===== config.mk =====
export PLATFORM = sky130hd
export DESIGN_NAME = hour_clock_ctrl
export DESIGN_NICKNAME = d
export VERILOG_FILES = /design/src/rtl/hour_clock_ctrl.sv
export SDC_FILE = /design/constraint.sdc
export NUM_CORES = 1
export LEC_CHECK = 0
export BUFFER_PORTS_ARGS = -buffer_cell sky130_fd_sc_hd__clkbuf_2
export CORE_MARGIN = 3
export CORE_UTILIZATION = 45
export CTS_CLUSTER_DIAMETER = 150
export CTS_CLUSTER_SIZE = 24
export DETAILED_ROUTE_END_ITERATION = 10
export PLACE_DENSITY = 0.7
export SYNTH_ARGS = -nofsm -noshare
export SYNTH_HDL_FRONTEND = slang
export SYNTH_SLANG_ARGS = --single-unit

===== constraint.sdc =====
create_clock -name clk -period 5.48 [get_ports clk]
set_input_delay 0.822 -clock clk [delete_from_list [all_inputs] [get_ports clk]]
set_output_delay 0.822 -clock clk [all_outputs]
set_load 0.05 [all_outputs]

===== src/rtl/hour_clock_ctrl.sv =====
// Sequencer for a 12-hour wall clock: seconds prescaler, sec/min/pm registers,
// set-mode FSM, and command decode for the external 1..12 hour counter.
module hour_clock_ctrl #(
  parameter int TICKS_PER_SEC = 100
) (
  input  logic       clk,
  input  logic       reset,
  input  logic       mode_btn,
  input  logic       inc_btn,
  input  logic       clear_btn,
  input  logic [3:0] hour_q,
  output logic       hour_en,
  output logic       hour_rst,
  output logic       hour_load,
  output logic [3:0] hour_d,
  output logic [5:0] min,
  output logic [5:0] sec,
  output logic       pm,
  output logic       tick,
  output logic [1:0] state
);

  localparam int PW = (TICKS_PER_SEC > 2) ? $clog2(TICKS_PER_SEC) : 1;
  localparam logic [PW-1:0] PRESC_MAX = PW'(TICKS_PER_SEC - 1);

  typedef enum logic [1:0] {
    INIT     = 2'd0,
    RUN      = 2'd1,
    SET_HOUR = 2'd2,
    SET_MIN  = 2'd3
  } state_t;

  state_t        cur, nxt;
  logic [PW-1:0] presc, presc_nxt;
  logic [5:0]    sec_nxt, min_nxt;
  logic          pm_nxt;

  assign state = cur;

  always_ff @(posedge clk) begin
    if (reset) begin
      cur   <= INIT;
      presc <= '0;
      sec   <= '0;
      min   <= '0;
      pm    <= 1'b0;
    end else begin
      cur   <= nxt;
      presc <= presc_nxt;
      sec   <= sec_nxt;
      min   <= min_nxt;
      pm    <= pm_nxt;
    end
  end

  always_comb begin
    nxt       = cur;
    presc_nxt = presc;
    sec_nxt   = sec;
    min_nxt   = min;
    pm_nxt    = pm;
    hour_en   = 1'b0;
    hour_rst  = 1'b0;
    hour_load = 1'b0;
    hour_d    = 4'd0;
    tick      = 1'b0;

    case (cur)
      INIT: begin
        hour_en   = 1'b1;
        hour_load = 1'b1;
        hour_d    = 4'd12;
        presc_nxt = '0;
        sec_nxt   = '0;
        nxt       = RUN;
      end
      RUN: begin
        tick = (presc == PRESC_MAX);
        if (tick) begin
          presc_nxt = '0;
          if (sec == 6'd59) begin
            sec_nxt = '0;
            if (min == 6'd59) begin
              min_nxt = '0;
              hour_en = 1'b1;
            end else begin
              min_nxt = min + 6'd1;
            end
          end else begin
            sec_nxt = sec + 6'd1;
          end
        end else begin
          presc_nxt = presc + 1'b1;
        end
        // Leaving RUN keeps any minute/hour carry from a coincident tick.
        if (mode_btn) begin
          nxt       = SET_HOUR;
          presc_nxt = '0;
          sec_nxt   = '0;
        end
      end
      SET_HOUR: begin
        presc_nxt = '0;
        sec_nxt   = '0;
        if (mode_btn) begin
          nxt = SET_MIN;
        end else if (clear_btn) begin
          hour_en  = 1'b1;
          hour_rst = 1'b1;
          min_nxt  = '0;
          pm_nxt   = 1'b0;
        end else if (inc_btn) begin
          hour_en = 1'b1;
        end
      end
      default: begin
        presc_nxt = '0;
        sec_nxt   = '0;
        if (mode_btn) begin
          nxt = RUN;
        end else if (clear_btn) begin
          hour_en  = 1'b1;
          hour_rst = 1'b1;
          min_nxt  = '0;
          pm_nxt   = 1'b0;
        end else if (inc_btn) begin
          min_nxt = (min == 6'd59) ? 6'd0 : min + 6'd1;
        end
      end
    endcase

    // An advance from 11 crosses noon/midnight.
    if (hour_en && !hour_rst && !hour_load && hour_q == 4'd11)
      pm_nxt = ~pm;

    if (reset) begin
      hour_en   = 1'b1;
      hour_rst  = 1'b0;
      hour_load = 1'b1;
      hour_d    = 4'd12;
      tick      = 1'b0;
    end
  end

endmodule


# Word level (Yosys, flattened, before mapping)
# Cells that the tools add are included.
# op_classes
addsub	3
n_eq_ne	15
n_mux	36
bitwise_logic	3
n_reduce_logical	15
# op_table
op	n
$mux 6	9
$mux 1	19
$pmux 6 s3	1
$add 6x1->6 const B	2
$eq 6x6->1 const B	2
$ne 2x2->1 const B	6
$mux 4	2
$add 7x1->7 const B	1
$eq 7x7->1 const B	1
$reduce_and 7->1	1
$mux 2	3
$ne 2x1->1 const B	3
$pmux 2 s3	1
$reduce_and 3->1	2
$eq 4x4->1 const B	1
$reduce_bool 2->1	2
$reduce_or 4->1	1
$logic_and 1x1->1	3
$not 1->1	3
$pmux 1 s3	1
$reduce_bool 3->1	1
$reduce_or 3->1	1
$eq 2x1->1 const B	1
$eq 2x2->1 const B	1
other kinds (3)	4
# totals
reg_bits	22
wordCells	77

# Logic depth before layout (Yosys ltp)
# Gate-level depths: netlist (run 1).
# logic_depth
word_depth	10
ltp_mapped	7

# Least setup slack after synthesis (run 1)
# OpenSTA, ideal clock, no wires.
# synth_path
path_type	reg-to-output
from	reg cur[0], in the netlist state[0]
to	out hour_rst
arrival_time_ps	2307
slack_ps	2351
stages_incl_launch_ff	6
path_buffers	0
cell_sequence	dfxtp_1 > inv_1 > ha_1 > inv_1 > nand2_1 > nor2_1
# synth_between
elab_chain_cells	4
elab_cells_between_ends	5
cone_classes	eq/ne (1); mux (2); reduce/logical (2)
# synth_rtl
element	line_no	rtl
from (decl)	33	state_t cur, nxt;
from (signal assigned)	48	cur <= nxt;
$eq 2x1->1 or $logic_not 2->1 (tied branches)	68	case (cur)
$reduce_or 2->1 (no line) *	--	
$mux 1 *	--	
$mux 1 *	136	if (reset) begin
to (decl)	13	output logic hour_rst,
# Mark *: on every way between the ends. The rest lies on a longest branch, timed or not.

# Worst setup path in the final report (run 1)
# layout_path
from	reg presc[0]
to	out tick
# layout_between
elab_chain_cells	3
# layout_rtl
element	line_no	rtl
from (decl)	34	logic [PW-1:0] presc, presc_nxt;
from (signal assigned)	49	presc <= presc_nxt;
$eq 7x7->1	78	tick = (presc == PRESC_MAX);
$mux 1	68	
$mux 1	136	
to (decl)	19	output logic tick,
# No other way between the ends.

==> impl_metrics.toml, run 1 <==
[cts]
cts_tree = "done"
holdBufCountCts = 0
clock_path_buffers = 2
clk_latency_ns = 0.31
cts-resized-gates = 0
clk_transition_reported_paths_ns = 0.12
cts_buffers = 3
clockRootBuffer = "clkbuf_4"
cts.htree.levels = 1
postCtsSetupRepairBufs = 0
numClockSinks = 22

[power_and_ir_drop]
p_leak_nw = 0.5972
switching_share_pct = 47.35
p_seq_share_pct = 33.4
worst_ir_drop_vdd_uv = 258.9
power.share.clock_pct = 16.4
power_density_mw_per_mm2 = 390.9
power_switching_mw = 0.2608
pwr-share-comb_pct = 50.3
internal_power_mw = 0.2900

[finish]
seqCellArea_um2 = 440.4
fin_nets = 188
fin_util_pct = 55.85
antenna_cells = 0
final_cell_mix = "29 x nor2_1, 29 x clkbuf_2, 22 x dfxtp_1"
stdcell_area_mm2 = 0.001409
nFillCells = 244
multi_input_area_um2 = 730.7
area_growth_pct = 15.02
drive_gt1_share_pct = 21.18

[synthesis]
ys_ff_latch = 22
synth_area_mm2 = 0.001225
syn_inst = 142
yosysSeqAreaShare_pct = 35.96
synth_area_per_cell_um2 = 8.626
yosys_warnings = 0
synth.distinct_cells = 36

[min_path]
hold_depth = 1
hold_end = "presc[0]$_SDFF_PP0_"
min_from = "presc[0]$_SDFF_PP0_"
hold_path.class = "reg -> reg"

[worst_setup_path]
crit_path_start_kind = "flip-flop"
r2r_slack_ns = 3.39
timing.rr.start = "presc[0]$_SDFF_PP0_"
worstPathMaxFanout = 7
slowest_delay_ns = 0.59
arrival_ns = 2.07
required_ns = 4.66
rr_worst_depth = 6
crit-reg2reg-capture = "min[2]$_SDFFE_PP0P_"
slowest_stage = "or3b_2"
cp_top_family = "simple AND/OR/NAND/NOR gates"
crit_buf_inv = 1
critical_path_class = "reg -> out"
cp-end-kind = "primary output"
crit_chain = "ha_1 -> nand4bb_1 -> or3b_2 -> nor2_1 -> clkbuf_2"

[detailed_routing]
dr_total_vias = 1089
vias_per_cell = 5.445
ant_nets = 0
drt-initial-drc-count = 39
dr.pass1.iters = 4
wirelength_mm = 2.530
wire_per_inst_um = 12.65
post-route-drc-count = 0

[run]
maxCapViolCount = 0

[sta]
skew_ns = 0.005286
max_freq_mhz = 345.8
finalHoldViolations = 0
setup_tns_ns = 0
slew_viol_final = 0
worst_hold_slack_ns = 0.4455
final-setup-viol-count = 0
fin_crit_sh_pct = 52.77
fin_ws_ns = 2.588
rsz0062_at_grt = "false"
period_needed_ns = 2.892

[global_routing]
first_global_vias = 1019
grt_start_max_net_pins = 13
antenna_found_initial = 0
globalRoute.totalOverflow = 0
grt_usage_pct = 15.46
grt_pass1_wl_mm = 4.119

[floorplanning]
dieArea_mm2 = 0.003384
core_area_mm2 = 0.002522
ios = 32
die_h_um = 58.18
initial_core_util_pct = 48.56
die_width_um = 58.18
rows = 18

[place]
portBuffers = 29
place_congestion = 0.8667
hpwl_mm = 1.964
dpl_cell_area_mm2 = 0.001373
preCtsSetupSlack_ns = 2.877

[status]
status = "complete, no violations"
## power groups by stage
stage / registers [mW] / clock network (mW) / logic [mW]
5_1_grt: 0.186 / 0.0996 / 0.295
6_report: 0.184 / 0.0901 / 0.277
4_1_cts: 0.184 / 0.0951 / 0.275
3_5_place_dp: 0.188 / 0 / 0.273
2_1_floorplan: 0.219 / 0 / 0.195
3_3_place_gp: 0.187 / 0 / 0.268
## cells in the mapped netlist
| master | n | share of area, % |
|---|---|---|
| buf_4 | 4 | 2.5 |
| inv_1 | 5 | 1.5 |
| o22ai_1 | 1 | 0.51 |
| nand4b_1 | 3 | 2.1 |
| xor2_1 | 3 | 2.1 |
| conb_1 | 1 | 0.31 |
| a221oi_4 | 1 | 2.1 |
| nand3_1 | 4 | 1.6 |
| nand2b_1 | 2 | 1.0 |
| clkbuf_1 | 1 | 0.31 |
| o21ai_0 | 1 | 0.41 |
| nor2b_1 | 1 | 0.51 |
| and2_1 | 2 | 1.0 |
| buf_2 | 1 | 0.41 |
| a211oi_1 | 1 | 0.61 |
| mux2i_1 | 3 | 2.5 |
| nand4bb_1 | 1 | 0.92 |
| o32ai_1 | 1 | 0.72 |
| nor2_1 | 29 | 8.9 |
| dfxtp_1 | 22 | 36 |
| a32o_1 | 4 | 3.3 |
| nor3_1 | 1 | 0.41 |
| ha_1 | 8 | 8.2 |
| a31oi_1 | 1 | 0.51 |
| o21ai_1 | 4 | 1.6 |
| a21oi_1 | 3 | 1.2 |
| or4_1 | 1 | 0.61 |
| or3b_2 | 1 | 0.72 |
| nor3b_1 | 5 | 3.1 |
| o31ai_1 | 1 | 0.61 |
| o21bai_1 | 1 | 0.61 |
| nand3b_1 | 1 | 0.61 |
| nand2_1 | 8 | 2.5 |
| or3_4 | 1 | 0.92 |
| xnor2_1 | 7 | 5.0 |
| and3_1 | 8 | 4.1 |
## layout make-up
cell class / instances / area share [%]
clock buffers: 4 / 2.575
multi-input cells: 110 / 51.87
repair buffers: 29 / 10.30
inverters: 5 / 1.332
well taps: 30 / 2.664
flip-flops and latches: 22 / 31.26
## sequential cells by signal (all words and copies together) (netlist names)
name	count
presc	7
min	6
sec	6
state	2
pm	1
## cell families (layout without fill, tap and decap cells)
kind of cell	after synthesis	in the layout	share of synthesized area [%]
AND/OR/NAND/NOR	68	68	29.01
flip-flops	22	22	35.95
AO/OA/AOI/OAI	19	19	12.26
buffers and inverters	11	38	4.698
XOR/XNOR	10	10	7.151
adder cells (fa/ha/maj)	8	8	8.172
multiplexers	3	3	2.452
other	1	2	0.3061
## how the worst max path moves through the flow
stage / slack (ns) / cells after the start / to / startpoint
finish: 2.59 / 5 / tick / presc[0]$_SDFF_PP0_
global route: 2.46 / 5 / tick / presc[0]$_SDFF_PP0_
CTS: 2.56 / 5 / tick / presc[0]$_SDFF_PP0_
detailed placement: 2.88 / 5 / hour_rst / reset
global placement: 2.91 / 6 / hour_en / clear_btn
floorplan: 2.35 / 5 / hour_rst / state[0]$_SDFFE_PP0P_
## stage by stage
stage               total power [mW]  std cells
CTS                           0.5542        200
global placement              0.4552        196
floorplan                     0.4139        143
finish                        0.5507        200
detailed placement            0.4612        196
global route                  0.5810        200
## layer usage
layer	up-vias	share of wire, %	track usage [%]
met5	-	0	0
met4	0	0.59	5.960
met3	2	4.2	2.673
met2	26	48	26.45
met1	511	47	19.24
li1	550	-	-
Power figures use the tool's default switching activity.
==> inputs of run 2 (changes only) <==
--- a/config.mk
+++ b/config.mk
@@ -11,7 +11,7 @@
 export CTS_CLUSTER_DIAMETER = 150
 export CTS_CLUSTER_SIZE = 24
 export DETAILED_ROUTE_END_ITERATION = 10
-export PLACE_DENSITY = 0.7
+export PLACE_DENSITY = 0.72
 export SYNTH_ARGS = -nofsm -noshare
 export SYNTH_HDL_FRONTEND = slang
 export SYNTH_SLANG_ARGS = --single-unit
==> constraint.sdc (replaced) <==
create_clock -name clk -period 2.3 [get_ports clk]
set_input_delay 0.345 -clock clk [delete_from_list [all_inputs] [get_ports clk]]
set_output_delay 0.345 -clock clk [all_outputs]
set_load 0.05 [all_outputs]
==> impl_metrics.toml, run 2 (synthesized netlist as in run 1, its figures left out) <==
[detailed_routing]
wirelength_mm = 2.481
dr_total_vias = 1069
post-route-drc-count = 0
ant_nets = 0
vias_per_cell = 5.266
wl_met2_mm = 1.237
wire_per_inst_um = 12.22
top_layer_used = "met4"
drt-initial-drc-count = 14
wl_met3_um = 141
wl_met1_mm = 1.047
dr.pass1.iters = 4

[finish]
top_regs = "presc: 7 flops, min: 6 flops, sec: 6 flops"
nFillCells = 245
fin_nets = 191
final_common_cell = "clkbuf_2"
area_growth_pct = 19.00
largest-register = "presc"
final_cell_mix = "27 x clkbuf_2, 26 x nor2_1, 20 x dfxtp_1, 8 x nand2_1, 8 x and3_1"
drive_gt1_share_pct = 26.01
antenna_cells = 0
largest_register_ffs = 7

[global_routing]
grt_start_max_net_pins = 13
grt_pass1_wl_mm = 4.202
grt_usage_pct = 15.87
globalRoute.totalOverflow = 0
first_global_vias = 1007
antenna_found_initial = 0

[min_path]
hold_path.class = "in -> reg"

[sta]
skew_ns = 0.007024
final-setup-viol-count = 0
finalHoldViolations = 0
setup_tns_ns = 0
worst_hold_slack_ns = 0.3163
rsz0062_at_grt = "false"
max_freq_mhz = 460.4
period_needed_ns = 2.172
fin_crit_sh_pct = 94.44
fin_ws_ns = 0.1279
slew_viol_final = 0

[floorplanning]
die_width_um = 58.18
rows = 18
core_area_mm2 = 0.002522
dieArea_mm2 = 0.003384
ios = 32
initial_core_util_pct = 48.56
die_h_um = 58.18

[status]
status = "complete, no violations"

[run]
maxCapViolCount = 0

[worst_setup_path]
cp-end-kind = "primary output"
arrival_ns = 1.83
crit_path_start_kind = "flip-flop"
required_ns = 1.96
worstPathMaxFanout = 6
critical_path_class = "reg -> out"

[cts]
clockRootBuffer = "clkbuf_4"
cts_buffers = 3
holdBufCountCts = 0
clock_path_buffers = 2
cts_tree = "done"
clk_latency_ns = 0.31
clk_transition_reported_paths_ns = 0.12
numClockSinks = 22
cts.htree.levels = 1

[place]
portBuffers = 29
place_congestion = 0.7880
hpwl_mm = 1.972
preCtsSetupSlack_ns = 0.1878

[power_and_ir_drop]
power_density_mw_per_mm2 = 916.0
total_power_mw = 1.335
worst_ir_drop_vdd_uv = 709.2
p_leak_nw = 0.6116
run 2: what timing repair did:
action / 4_1_cts / 5_1_grt
pin swaps: 0 / 2
buffers inserted: 0 / 3
resized for setup: 2 / 6
endpoints found under the setup margin: 1 / 2
run 2: metrics by stage:
step | cell area (µm²) | instances | util [%]
2_1_floorplan | 1239 | 143 | -
3_3_place_gp | 1383 | 196 | 54.81
3_5_place_dp | 1383 | 196 | 54.81
4_1_cts | 1424 | 200 | 56.45
5_1_grt | 1458 | 203 | 57.79
6_report | 1458 | 203 | 57.79
run 2: power breakdown:
| part | internal [mW] | switching, mW |
|---|---|---|
| Combinational | 0.207 | 0.474 |
| Sequential | 0.411 | 0.0320 |
| Clock | 0.0967 | 0.115 |
run 2: layout make-up:
cell class	count	area, µm²	area share [%]
clock buffer	4	36.28	2.489
sequential	22	442.9	30.39
inverter	5	18.77	1.288
timing repair buffer	32	173.9	11.93
multi-input combinational	110	748.2	51.33
tap	30	37.54	2.575
run 2: final timing paths:
check	startpoint	end	slack [ns]	depth (start not counted)
worst max-delay path	presc[0]$_SDFF_PP0_	tick	0.13	5
worst min-delay path	reset	state[1]$_SDFFE_PP0P_	0.32	2
worst max register to register	presc[0]$_SDFF_PP0_	min[3]$_SDFFE_PP0P_	0.15	6
worst min register to register	presc[0]$_SDFF_PP0_	presc[0]$_SDFF_PP0_	0.45	1
run 2: worst max-delay path, stage by stage, from the launching register on:
cell	delay (ns)
dfxtp_1	0.36
ha_1	0.20
nand4bb_1	0.19
or3b_4	0.46
nor2_2	0.14
buf_6	0.16
run 2: per-layer routing:
layer	up-vias	global-route usage, %
met5	-	0
met4	0	7.285
met3	8	4.454
met2	26	26.29
met1	481	18.96
li1	554	-
